## src/rtl/fma16_pkg.sv

```systemverilog
// Shared widths and checker state type for the fma16 result checker.
package fma16_pkg;

  localparam int FLEN   = 16;
  localparam int NFLAGS = 4;

  typedef enum logic [1:0] {
    IDLE = 2'd0,
    RUN  = 2'd1,
    DONE = 2'd2
  } chk_state_t;

endpackage

```

## src/rtl/fma16_sat_counter.sv

```systemverilog
// Saturating up-counter with synchronous clear; clear has priority over increment.
module fma16_sat_counter
  import fma16_pkg::*;
#(
  parameter int CNT_W = 32
) (
  input  logic             clk,
  input  logic             reset_n,
  input  logic             clr,
  input  logic             inc,
  output logic [CNT_W-1:0] count
);

  // Holds at all-ones instead of wrapping back to zero.
  function automatic logic [CNT_W-1:0] sat_inc(input logic [CNT_W-1:0] v);
    if (&v) return v;
    return v + CNT_W'(1);
  endfunction

  always_ff @(posedge clk or negedge reset_n) begin
    if (!reset_n) begin
      count <= '0;
    end else if (clr) begin
      count <= '0;
    end else if (inc) begin
      count <= sat_inc(count);
    end
  end

endmodule

```

## config.mk

```make
export PLATFORM = sky130hd
export DESIGN_NAME = fma16_sat_counter
export DESIGN_NICKNAME = d
export VERILOG_FILES = /design/src/rtl/fma16_pkg.sv /design/src/rtl/fma16_sat_counter.sv
export SDC_FILE = /design/constraint.sdc
export NUM_CORES = 1
export LEC_CHECK = 0
export BUFFER_PORTS_ARGS = -buffer_cell sky130_fd_sc_hd__buf_4
export CAP_MARGIN = 20
export CORE_MARGIN = 4
export CORE_UTILIZATION = 45
export CTS_CLUSTER_DIAMETER = 200
export DETAILED_ROUTE_END_ITERATION = 12
export GPL_TIMING_DRIVEN = 0
export HOLD_SLACK_MARGIN = 0.03
export PLACE_DENSITY = 0.71
export SLEW_MARGIN = 5
export SYNTH_ARGS = -nofsm -noshare
export SYNTH_HDL_FRONTEND = slang
export SYNTH_SLANG_ARGS = --single-unit
```

## constraint.sdc

```tcl
create_clock -name clk -period 2 [get_ports clk]
set_clock_uncertainty 0.15 [all_clocks]
set_input_delay 0.2 -clock clk [delete_from_list [all_inputs] [get_ports clk]]
set_output_delay 0.2 -clock clk [all_outputs]
set_load 0.05 [all_outputs]
```

==> run summary <==
Peak supply drop: 0.406 mV
Count leader, synth: dfrtp_1
CP delay by family, top: simple AND/OR/NAND/NOR gates
RSZ-0062 raised after global routing: true
PwrDens: 473 nW/um^2
Clock tree from TritonCTS: done
Fin area: 2930 um^2
Ranking of synthesized cells by area: dfrtp_1 (43%), xnor2_1 (4.7%), a21oi_1 (4.3%), nor2_1 (3.6%), nand4_1 (3.3%)
Hold crit path type: primary input to async pin
Root buffer cell: clkbuf_8
GR Overflow Total: 0
Reg with most FFs: count
CP max stage cell: or3_4
First-pass GRT wire length: 9200 um
Pre-antenna DRT Iters: 4
Die width: 72.6 um
DR DRC count: 0
Crit-path cells: nand3_4 > or3_4 > buf_8 > a211oi_4 > nand4_1 > mux2_2
Synth-to-Final Area Change: 56.3%
Area leader, netlist: dfrtp_1
Final setup vio count: 21
Row count: 23
Vias in the first global route: 1819
CP arrival: 2.10 ns
Total track usage: 0.228
Min Tclk post-route: 2.07 ns
Post-route ant nets: 0
Dpl hpwl: 3400 um
Share of layout cells above drive strength 1: 0.576
CP Data Required Time: 2.03 ns
Starting density of the core: 0.466
Async SR Flop Fraction: 1.00
Iteration-0 DRC count of the detailed router: 153
Cell Area, Synth: 1880 um^2
Die Area: 5270 um^2
Slew Limit Fails: 0
Clock transition at path regs: 0.07 ns
Top_reg_cell synth: dfrtp_1
Total inserted antenna cells: 0
Detailed Route WL: 5880 um
Crit Path Class: flop to flop
Worst-Skew Late Latency: 0.29 ns
P_leak: 1.17 nW
# IOs: 36
Failing checks: negative setup slack
Worst path max stage delay: 0.45 ns
GPL Wtd Cong: 0.810
CORE AREA: 4030 um^2
Clk sink count: 32
Worst Tran Pin Value: 0.651 ns
Wire length on met2: 2850 um
Fmax: 0.482 GHz
Yosys top cell area share: 0.427
Largest net degree at the start of global routing: 33
Util after Layout: 0.728
Yosys reg bits: 32
Final Hold Viols: 0
PortBufs: 33
Final worst-path cycle share: 1.04
Die height: 72.6 um
Reg2reg path depth: 6
Maximum clock path buffer count: 2
Biggest regs: count (32)
Drt via density: 5.94
Uppermost routed layer: met4
Cells after Synth: 202
Post-synth EDFFs: 0
Highest net fanout along the worst path: 6
Syn Nets: 207
Crit path buffers/inverters: 1
H-tree depth: 2
Nature of the critical path endpoint: flop
Synth Warn #: 0
Total number of vias: 1948
Max-Cap Viols: 0
Placed inst area: 2340 um^2
Nets: 282
Max reg flops: 32
Synth Area per Inst: 9.29 um^2
CTS buffer count: 5
Met1 Routed Length: 2540 um
Setup ws final: -0.0725 ns
Sequential fraction of the synthesis area: 0.427
WL per Instance: 17.9 um
Initial antenna violation count: 0
Synth cell count leaders: dfrtp_1 (32), nor2_1 (18), a21oi_1 (16)
Status: finished, violations left
Post-synth cell types: 35
CP Launch Type: flop
WP depth: 6
Met3 wire length: 392 um
Slew HR: 0.566
[final cells by class]
type	count	area, um^2
inverters	6	22.5
fillers	309	1100
flip-flops and latches	32	840
clock inverters	2	35.0
well taps	50	62.6
repair buffers	69	552
multi-input cells	154	1270
clock buffers	6	72.6
plain buffers	9	75.1
[where the power goes]
part	total, mW	leakage [nW]	switching [mW]	internal [mW]
Combinational	0.101	0.716	0.0660	0.0354
Clock	0.629	0.0552	0.259	0.370
Sequential	0.658	0.394	0.00689	0.651
Total	1.39	1.17	0.332	1.06
[kinds of logic after synthesis]
group	after synthesis	share of synthesized area
muxes	5	0.0300
and+or+nand+nor	98	0.301
AOI/OAI and AO/OA	39	0.141
DFF	32	0.427
adders and majority gates	1	0.00667
xor gates and xnor gates	11	0.0513
buffers and inverters	16	0.0433
[per-stage QoR]
step                TNS, ns  power (mW)  hold WS [ns]  std cells  setup slack, ns
floorplan             -1.43       0.715        -0.246        202           -0.155
global placement      -1.08       0.748        0.0152        285           -0.143
detailed placement    -1.45       0.749        0.0165        285           -0.163
CTS                 -0.0616        1.39         0.236        317          -0.0292
finish               -0.528        1.39         0.231        328          -0.0725
global route          -3.04        1.46         0.255        328           -0.146
[layout by cell type (no fill, tap or decap), types with 2 or more instances in the layout]
master	count
and4_4	3
o21ai_1	2
or3_1	5
nor2_1	17
nor2b_1	5
o31ai_1	6
or4_1	8
clkbuf_8	5
a21oi_2	4
nor3_2	4
mux2_4	3
and3_1	2
a21oi_1	12
nand2_2	2
or3_4	4
mux2_2	2
xnor2_1	10
nor3_4	2
nor4_4	3
nand4_1	10
buf_8	3
o21ai_2	2
clkbuf_1	6
a2111oi_2	2
nand3_2	4
o21ai_0	2
dfrtp_2	31
nand3_1	4
nand3_4	2
inv_1	6
buf_6	2
nand2_1	13
and2_1	3
buf_4	64
[final timing paths]
check	slack [ns]	endpoint	from
min in group clk	0.27	count[19]	inc
max in group asynchronous	1.13	count[20]	reset_n
setup reg to reg	-0.07	count[22]	count[4]
hold / removal	0.23	count[28]	reset_n
setup / recovery	-0.07	count[22]	count[4]
hold reg to reg	0.43	count[12]	count[12]
[layer usage]
metal / track usage / vias to the layer above
li1: - / 909
met1: 0.306 / 948
met2: 0.362 / 78
met3: 0.0537 / 13
met4: 0.0758 / 0
met5: 0 / -
[repair_timing]
action,in CTS,in global routing
pin swaps,7,22
resized for setup,11,27
setup endpoints to repair,19,28
hold buffers,1,0
setup buffers,23,10
gates cloned,1,1
endpoints found under the hold margin,32,0
No activity file was read; power rests on OpenSTA's default activity.
